**src/rtl/spm_ctx_sequencer.sv**
```systemverilog
// Context sequencer: loads context words into the scratchpad config buffer, then steps them at a dwell rate.
// Optional multi-pass looping (REWIND state, iter_i) is compiled in when SPM_SEQ_LOOP_EN is defined.
module spm_ctx_sequencer #(
  parameter int INST_W = 24,
  parameter int DEPTH  = 16,
  parameter int CNT_W  = 16
) (
  input  logic                     clk,
  input  logic                     rst,
  input  logic                     cfg_valid_i,
  output logic                     cfg_ready_o,
  input  logic [INST_W-1:0]        cfg_data_i,
  input  logic                     cfg_last_i,
  input  logic                     start_i,
  input  logic [CNT_W-1:0]         dwell_i,
  input  logic [CNT_W-1:0]         iter_i,
  output logic                     spm_init_o,
  output logic [INST_W-1:0]        spm_inst_o,
  output logic                     spm_run_o,
  output logic                     spm_rst_o,
  output logic [$clog2(DEPTH)-1:0] ctx_idx_o,
  output logic                     busy_o,
  output logic                     done_o,
  output logic                     err_o,
  output logic [2:0]               dbg_state_o
);

  localparam int IDX_W = $clog2(DEPTH);
  localparam logic [IDX_W:0] DEPTH_C = (IDX_W+1)'(DEPTH);

  localparam logic [2:0] S_IDLE   = 3'd0;
  localparam logic [2:0] S_LOAD   = 3'd1;
  localparam logic [2:0] S_LOADED = 3'd2;
  localparam logic [2:0] S_RUN    = 3'd3;
`ifdef SPM_SEQ_LOOP_EN
  localparam logic [2:0] S_REWIND = 3'd4;
`endif

  logic [2:0]       state_q, state_d;
  logic [IDX_W:0]   word_cnt_q, word_cnt_d;
  logic [IDX_W:0]   run_cnt_q, run_cnt_d;
  logic [CNT_W-1:0] dwell_q, dwell_d;
  logic [CNT_W-1:0] dwell_cnt_q, dwell_cnt_d;
  logic [IDX_W-1:0] ctx_idx_q, ctx_idx_d;
  logic             err_q, err_d;
`ifdef SPM_SEQ_LOOP_EN
  logic [CNT_W-1:0] pass_q, pass_d;
  logic [CNT_W-1:0] iter_q, iter_d;
`else
  logic             unused_iter;
  assign unused_iter = ^iter_i;
`endif

  logic              xfer;
  logic              init_c;
  logic [INST_W-1:0] inst_c;
  logic              run_c;
  logic              done_c;

  // Handshake: a word transfers on any cycle where cfg_valid_i && cfg_ready_o; the host
  // holds data/last stable while valid is high and ready is low. Ready is high only in IDLE/LOAD.
  assign cfg_ready_o = (state_q == S_IDLE) || (state_q == S_LOAD);
  assign xfer        = cfg_valid_i && cfg_ready_o;

  always_comb begin
    state_d     = state_q;
    word_cnt_d  = word_cnt_q;
    run_cnt_d   = run_cnt_q;
    dwell_d     = dwell_q;
    dwell_cnt_d = dwell_cnt_q;
    ctx_idx_d   = ctx_idx_q;
    err_d       = err_q;
`ifdef SPM_SEQ_LOOP_EN
    pass_d      = pass_q;
    iter_d      = iter_q;
`endif
    init_c      = 1'b0;
    inst_c      = '0;
    run_c       = 1'b0;
    done_c      = 1'b0;

    case (state_q)
      S_IDLE: begin
        if (xfer) begin
          init_c     = 1'b1;
          inst_c     = cfg_data_i;
          word_cnt_d = (IDX_W+1)'(1);
          state_d    = cfg_last_i ? S_LOADED : S_LOAD;
        end
      end

      S_LOAD: begin
        if (xfer) begin
          // A word beyond buffer capacity is dropped and ends the load.
          if (word_cnt_q == DEPTH_C) begin
            err_d   = 1'b1;
            state_d = S_LOADED;
          end else begin
            init_c     = 1'b1;
            inst_c     = cfg_data_i;
            word_cnt_d = word_cnt_q + (IDX_W+1)'(1);
            if (cfg_last_i) state_d = S_LOADED;
          end
        end
      end

      S_LOADED: begin
        if (start_i) begin
          state_d     = S_RUN;
          dwell_d     = (dwell_i == '0) ? CNT_W'(1) : dwell_i;
          run_cnt_d   = '0;
          dwell_cnt_d = '0;
`ifdef SPM_SEQ_LOOP_EN
          iter_d      = (iter_i == '0) ? CNT_W'(1) : iter_i;
          pass_d      = '0;
`endif
        end
      end

      S_RUN: begin
        // dwell_cnt_q is the number of cycles left before the next pulse slot.
        if (dwell_cnt_q != '0) begin
          dwell_cnt_d = dwell_cnt_q - CNT_W'(1);
        end else if (run_cnt_q < word_cnt_q) begin
          run_c       = 1'b1;
          ctx_idx_d   = run_cnt_q[IDX_W-1:0];
          run_cnt_d   = run_cnt_q + (IDX_W+1)'(1);
          dwell_cnt_d = dwell_q - CNT_W'(1);
        end else begin
`ifdef SPM_SEQ_LOOP_EN
          if ((pass_q + CNT_W'(1)) < iter_q) begin
            state_d = S_REWIND;
            pass_d  = pass_q + CNT_W'(1);
          end else begin
            done_c     = 1'b1;
            state_d    = S_IDLE;
            word_cnt_d = '0;
            run_cnt_d  = '0;
            ctx_idx_d  = '0;
          end
`else
          done_c     = 1'b1;
          state_d    = S_IDLE;
          word_cnt_d = '0;
          run_cnt_d  = '0;
          ctx_idx_d  = '0;
`endif
        end
      end

`ifdef SPM_SEQ_LOOP_EN
      S_REWIND: begin
        // Scratchpad counter rewinds this cycle; the next RUN cycle pulses context 0.
        state_d     = S_RUN;
        run_cnt_d   = '0;
        dwell_cnt_d = '0;
      end
`endif

      default: state_d = S_IDLE;
    endcase
  end

  always_ff @(posedge clk) begin
    if (rst) begin
      state_q     <= S_IDLE;
      word_cnt_q  <= '0;
      run_cnt_q   <= '0;
      dwell_q     <= '0;
      dwell_cnt_q <= '0;
      ctx_idx_q   <= '0;
      err_q       <= 1'b0;
`ifdef SPM_SEQ_LOOP_EN
      pass_q      <= '0;
      iter_q      <= '0;
`endif
    end else begin
      state_q     <= state_d;
      word_cnt_q  <= word_cnt_d;
      run_cnt_q   <= run_cnt_d;
      dwell_q     <= dwell_d;
      dwell_cnt_q <= dwell_cnt_d;
      ctx_idx_q   <= ctx_idx_d;
      err_q       <= err_d;
`ifdef SPM_SEQ_LOOP_EN
      pass_q      <= pass_d;
      iter_q      <= iter_d;
`endif
    end
  end

  assign spm_init_o  = init_c;
  assign spm_inst_o  = inst_c;
  assign spm_run_o   = run_c;
  assign done_o      = done_c;
  assign ctx_idx_o   = ctx_idx_q;
  assign busy_o      = (state_q != S_IDLE);
  assign err_o       = err_q;
  assign dbg_state_o = state_q;

`ifdef SPM_SEQ_LOOP_EN
  // Never rewind the scratchpad while the sequencer itself is being reset.
  assign spm_rst_o = (state_q == S_REWIND) && !rst;
`else
  assign spm_rst_o = 1'b0;
`endif

endmodule
```
**config.mk**
```make
export PLATFORM = sky130hd
export DESIGN_NAME = spm_ctx_sequencer
export DESIGN_NICKNAME = d
export VERILOG_FILES = /design/src/rtl/spm_ctx_sequencer.sv
export SDC_FILE = /design/constraint.sdc
export NUM_CORES = 1
export LEC_CHECK = 0
export BUFFER_PORTS_ARGS = -buffer_cell sky130_fd_sc_hd__buf_2
export CAP_MARGIN = 25
export CORE_UTILIZATION = 39
export CTS_CLUSTER_DIAMETER = 50
export DETAILED_ROUTE_END_ITERATION = 8
export PLACE_DENSITY = 0.63
export SYNTH_ARGS = -nofsm -noshare
export SYNTH_HDL_FRONTEND = slang
export SYNTH_SLANG_ARGS = --single-unit
export TNS_END_PERCENT = 10
```
**constraint.sdc**
```tcl
create_clock -name clk -period 3.8 [get_ports clk]
set_clock_uncertainty 0.15 [all_clocks]
set_input_delay 0.38 -clock clk [delete_from_list [all_inputs] [get_ports clk]]
set_output_delay 0.38 -clock clk [all_outputs]
set_load 0.05 [all_outputs]
```
# Word level (Yosys, flattened, before mapping)

Cells that the tools add are included.

Add/sub/neg operators: 4
Magnitude comparators: 1
Eq/ne operators: 12
Muxes and demuxes: 39
Bitwise gates (word level): 1
Reductions and logical operators: 15

Operators with widths:

| operator                | number |
|---|---|
| $mux W24                | 3 |
| $mux W16                | 4 |
| $pmux W24 S2            | 1 |
| $mux W5                 | 8 |
| $pmux W16 S2            | 1 |
| $sub A16 B1 Y16 const B | 2 |
| $mux W3                 | 7 |
| $logic_not A16 Y1       | 1 |
| $reduce_bool A16 Y1     | 1 |
| $pmux W5 S3             | 1 |
| $ne A2 B2 Y1 const B    | 6 |
| $pmux W3 S4             | 1 |
| $reduce_and A6 Y1       | 2 |
| $add A5 B1 Y5 const B   | 2 |
| $pmux W5 S2             | 1 |
| $mux W1                 | 9 |
| $reduce_and A3 Y1       | 3 |
| $eq A3 B2 Y1 const B    | 2 |
| $reduce_bool A3 Y1      | 2 |
| $eq A5 B5 Y1 const B    | 1 |
| $lt A5 B5 Y1            | 1 |
| $mux W4                 | 1 |
| $reduce_and A2 Y1       | 2 |
| $eq A3 B1 Y1 const B    | 1 |
| 9 further kinds         | 9 |

Flip-flop bits (word level): 50
Input port bits: 61
Output and inout port bits: 38

# Longest topological paths before layout

Depth in word-level cells: 5
Depth in mapped cells: 13
Depth with buffers taken out: 11

# Worst setup path before layout

Ideal clock, no wire load.

Path kind: register to register
From: register dwell_cnt_q[7]
To: register dwell_cnt_q[8]
Library setup time: 0.117 ns
Arrival time: 3.039 ns
Required time: 3.533 ns
Setup slack: 0.494 ns
Cell stages (with the launch flop): 14
Path buffers: 2
Path through: dfxtp_1 > nor4_4 > nand3_1 > nor2_1 > clkbuf_1 > a21oi_1 > ha_1 > or3b_1 > clkbuf_1 > or3_1 > or4_1 > xor2_1 > o21ai_1 > a22o_1

Longest elaborated chain between the ends: 3

Ends and longest elaborated chain:

| element                                                       | line     | RTL |
|---|---|---|
| from (decl)                                                   | 43       | `logic [CNT_W-1:0] dwell_cnt_q, dwell_cnt_d;` |
| from (signal assigned)                                        | 182      | `dwell_cnt_q <= dwell_cnt_d;` |
| $sub A16 B1 Y16 / $reduce_bool A16 Y1 (equally long branches) | 123, 122 |  |
| $mux W16 / $ne A3 B3 Y1 (equally long branches)               | -        |  |
| $pmux W16 S2 / $reduce_and A3 Y1 (equally long branches)      | -        |  |

Several ways; a longest one is shown, not always the timed one.
A chain may end at the register's enable or synchronous reset.

# Worst setup path after layout

Ends and elaborated chain as after synthesis.

==> results_tabular.tex <==
\begin{tabular}{lr}
\hline
Metric & Value \\
\hline
\multicolumn{2}{l}{\textbf{Global routing}} \\
\quad Antenna violations before repair & 0 \\
\quad Global-route wire length before repair & 14.7 mm \\
\quad Vias in the first global route & 3137 \\
\quad GRT busiest layer & met2 \\
\quad Largest net degree at the start of global routing & 27 \\
\quad Met3 demand-to-capacity share in global routing & 0.0381 \\
\quad Global-route usage over all layers & 0.215 \\
\quad Met2 track demand over resource & 0.378 \\
\quad Global-route congestion overflow total & 0 \\
\quad GRT met1 Usage & 0.263 \\
\multicolumn{2}{l}{\textbf{Critical path}} \\
\quad Peak fanout along the critical path & 7 \\
\quad Biggest cell delay along the critical path & 0.53 ns \\
\quad Cell with the biggest individual delay on the critical path & sky130\_fd\_sc\_hd\_\_or4\_1 \\
\quad R2r endpoint & dwell\_cnt\_q[8]\$\_SDFFE\_PP0P\_ \\
\quad Cell breakdown of the critical path & nor4\_4 > nand3\_1 > nor2\_1 > a21oi\_1 > ha\_1 > or3b\_1 > or3\_1 > or4\_1 > xor2\_1 > o21ai\_1 > a22o\_1 \\
\quad Worst Setup Path Type & reg2reg \\
\quad Cell class contributing the biggest share of worst-path delay & simple AND/OR/NAND/NOR gates \\
\quad Startpoint kind of the worst setup timing path & register \\
\quad Number of cells traversed by the worst register-to-register path & 11 \\
\quad R2R Setup Slk & 0.40 ns \\
\quad Kind of capture point of the worst setup path & register \\
\quad Bufs and invs on worst path & 0 \\
\quad Critical path data arrival time & 3.46 ns \\
\quad Data required time at the worst endpoint & 3.86 ns \\
\quad Startpoint of the worst register-to-register path & dwell\_cnt\_q[7]\$\_SDFFE\_PP0P\_ \\
\multicolumn{2}{l}{\textbf{Place}} \\
\quad Number of buffers added on ports & 80 \\
\quad Final RePlAce weighted congestion & 0.893 \\
\quad Cell count after placement & 574 \\
\quad Sum of net half-perimeters after detailed placement & 6.64 mm \\
\multicolumn{2}{l}{\textbf{Power}} \\
\quad Overall power of the completed layout & 2.36 mW \\
\quad Maximum vdd ir drop & 0.356 mV \\
\quad Cell leakage power & 1.66 nW \\
\quad Power Dens Cells & 626 mW/mm\^{}2 \\
\multicolumn{2}{l}{\textbf{Clock tree}} \\
\quad Number of hold-repair buffers added at the cts stage & 0 \\
\quad Cell at the root of the clock tree & sky130\_fd\_sc\_hd\_\_clkbuf\_8 \\
\quad Clock tree from TritonCTS & yes \\
\quad Clk Latency, worst-skew pair & 0.31 ns \\
\quad Resized cells post-CTS & 0 \\
\quad Maximum level of the CTS H-tree & 2 \\
\quad Clock sinks & 49 \\
\quad Buffer levels on the longest clock path & 2 \\
\quad Clock transition at the registers of the reported paths & 0.10 ns \\
\quad Setup Fix Bufs, Post-CTS & 0 \\
\quad Number of CTS-inserted buffers & 5 \\
\multicolumn{2}{l}{\textbf{Detailed routing}} \\
\quad Per-cell routed wire length & 14.9 um \\
\quad Final antenna-violating net count & 0 \\
\quad Via count of the routed design & 3244 \\
\quad Total Routed Length & 8.68 mm \\
\quad Initial DRC count & 169 \\
\quad Initial DRT Pass Iterations & 4 \\
\quad Number of vias per cell after detailed routing & 5.57 \\
\quad Drc violations & 0 \\
\multicolumn{2}{l}{\textbf{Timing}} \\
\quad Setup repair after global routing missed its margin & false \\
\quad Post-Route Hold Slack & 0.158 ns \\
\quad Share of the clock period used by the worst path & 0.895 \\
\quad Max-slew violation total from the final report & 0 \\
\quad Max Freq & 294 MHz \\
\quad Post-layout min period & 3.40 ns \\
\quad Total negative slack & 0 ns \\
\quad Setup-violating endpoint count in the final report & 0 \\
\quad Relative max-transition margin & 0.565 \\
\quad Final hold violation count & 0 \\
\quad Slew of the pin with the lowest slew margin & 0.651 ns \\
\multicolumn{2}{l}{\textbf{Floorplan}} \\
\quad Core Footprint & 0.00777 mm\^{}2 \\
\quad Std-Cell Rows & 32 \\
\quad Chip height & 91.7 um \\
\quad Area enclosed by the die boundary & 0.00842 mm\^{}2 \\
\quad Starting Density & 0.404 \\
\quad Number of primary I/O pins & 99 \\
\quad Die width & 91.7 um \\
\multicolumn{2}{l}{\textbf{Cells and area}} \\
\quad Most frequent standard cell in the layout excluding fill and tap cells & sky130\_fd\_sc\_hd\_\_buf\_2 \\
\quad Net count of the finished layout & 554 \\
\quad Share of layout cells above drive strength 1 & 0.219 \\
\quad Number of cells in the finished layout apart from fillers & 582 \\
\quad Commonest cells after routing, fill and taps aside & 80 x sky130\_fd\_sc\_hd\_\_buf\_2, 49 x sky130\_fd\_sc\_hd\_\_nand2\_1, 49 x sky130\_fd\_sc\_hd\_\_dfxtp\_1, 39 x sky130\_fd\_sc\_hd\_\_a21oi\_1, 27 x sky130\_fd\_sc\_hd\_\_and2\_1 \\
\quad Number of antenna cells inserted & 0 \\
\quad Final core occ & 0.486 \\
\quad Layout-stage area growth over the synthesis result & 20.1\% \\
\multicolumn{2}{l}{\textbf{Min path}} \\
\quad Hold-critical path depth & 3 \\
\quad Type of the tightest min-delay check & in2reg \\
\quad Endpoint of the worst hold-timing path & dwell\_q[1]\$\_SDFFE\_PP0P\_ \\
\quad Startpoint of the most critical hold path & dwell\_i[1] \\
\multicolumn{2}{l}{\textbf{Logic synthesis}} \\
\quad Fraction of synthesis flops using an asynchronous set or reset pin & 0 \\
\quad Mean Syn Cell Area & 7.75 um\^{}2 \\
\quad Post-synth EDFFs & 0 \\
\quad Flop and latch count out of synthesis & 49 \\
\quad Post-synthesis cell area & 0.00314 mm\^{}2 \\
\quad Gate count of the mapped netlist & 405 \\
\quad Main area contributors after synthesis & sky130\_fd\_sc\_hd\_\_dfxtp\_1 31\%, sky130\_fd\_sc\_hd\_\_a21oi\_1 6.2\%, sky130\_fd\_sc\_hd\_\_nand2\_1 5.9\% \\
\quad Primary FF master, synth & sky130\_fd\_sc\_hd\_\_dfxtp\_1 \\
\quad Post-synthesis cell type count & 62 \\
\quad Top cell type's share of synthesized area & 0.312 \\
\quad Count of warnings emitted by yosys & 0 \\
\quad Post-synthesis cell type with the largest combined area & sky130\_fd\_sc\_hd\_\_dfxtp\_1 \\
\quad Share of the yosys chip area belonging to registers & 0.312 \\
\multicolumn{2}{l}{\textbf{Status}} \\
\quad Outcome & completed \\
\multicolumn{2}{l}{\textbf{Flow run}} \\
\quad Max-cap check violation count & 0 \\
\hline
\end{tabular}
==> worst max-delay path by stage <==
stage,startpoint,endpoint,cells past startpoint
floorplan,dwell_cnt_q[7]$_SDFFE_PP0P_,dwell_cnt_q[8]$_SDFFE_PP0P_,13
global placement,dwell_cnt_q[7]$_SDFFE_PP0P_,dwell_cnt_q[8]$_SDFFE_PP0P_,11
detailed placement,dwell_cnt_q[7]$_SDFFE_PP0P_,dwell_cnt_q[8]$_SDFFE_PP0P_,11
CTS,dwell_cnt_q[7]$_SDFFE_PP0P_,dwell_cnt_q[8]$_SDFFE_PP0P_,11
global route,dwell_cnt_q[7]$_SDFFE_PP0P_,dwell_cnt_q[8]$_SDFFE_PP0P_,11
finish,dwell_cnt_q[7]$_SDFFE_PP0P_,dwell_cnt_q[8]$_SDFFE_PP0P_,11
==> sequential cells by signal (all words and copies together), names as in the netlist <==
register	cells
word_cnt_q	5
run_cnt_q	5
err_o	1
ctx_idx_o	4
dbg_state_o	2
dwell_q	16
dwell_cnt_q	16
==> report_power, final <==
group / internal (mW) / switching (mW)
logic: 0.437 / 0.861
registers: 0.550 / 0.0551
clock network: 0.265 / 0.193
total: 1.25 / 1.11
==> cells in the mapped netlist (all sizes together) (2+ instances only) <==
master / instances
o32ai: 2
mux2i: 5
o311ai: 2
nand2: 49
or3: 4
o221ai: 2
a31oi: 9
a41oi: 2
nor4: 7
dfxtp: 49
and3: 7
o311a: 3
o22ai: 6
ha: 14
clkbuf: 17
nor2: 26
and2: 27
nor3: 11
xor2: 5
nand4: 8
buf: 3
o2bb2ai: 4
nand3: 9
a22oi: 4
a211oi: 5
a211o: 2
or2: 3
a2bb2oi: 2
a21o: 3
a21oi: 39
inv: 18
a22o: 4
o21ai: 19
o211ai: 5
a21boi: 3
nand3b: 2
or4: 9
nand4b: 2
==> area by class of cell <==
class / instances / area (um^2)
fillers: 794 / 4000
multi-input cells: 319 / 2010
flip-flops and latches: 49 / 981
repair buffers: 86 / 445
well taps: 102 / 128
clock buffers: 5 / 68.8
clock inverters: 3 / 68.8
inverters: 18 / 67.6
==> worst min-delay path: stages <==
cell and delay, ns:
sky130_fd_sc_hd__buf_2 0.10, sky130_fd_sc_hd__nand2_1 0.05, sky130_fd_sc_hd__a21oi_1 0.05
==> metal layers <==
layer | wire, um | up-vias
met4 | 189 | 0
met1 | 3860 | 1505
li1 | - | 1637
met2 | 4260 | 86
met5 | 0 | -
met3 | 373 | 16
==> kinds of logic (layout without fill, tap and decap cells) <==
family	Yosys count	in the layout	synth area share
adder cells (fa/ha/maj)	14	14	0.0558
AND/OR/NAND/NOR	169	169	0.288
AO/OA/AOI/OAI	123	123	0.261
XOR/XNOR	5	5	0.0139
other	1	2	0.00119
flip-flops	49	49	0.312
buffers and inverters	38	112	0.0482
multiplexers	6	6	0.0195
==> per-stage QoR <==
| step | instance area, um^2 | setup WS (ns) |
|---|---|---|
| 3_5_place_dp | 3630 | 0.454 |
| 4_1_cts | 3770 | 0.427 |
| 6_report | 3770 | 0.400 |
| 3_3_place_gp | 3630 | 0.524 |
| 5_1_grt | 3770 | 0.245 |
| 2_1_floorplan | 3140 | 0.494 |
Note: power is estimated with default switching activity, not from simulation.
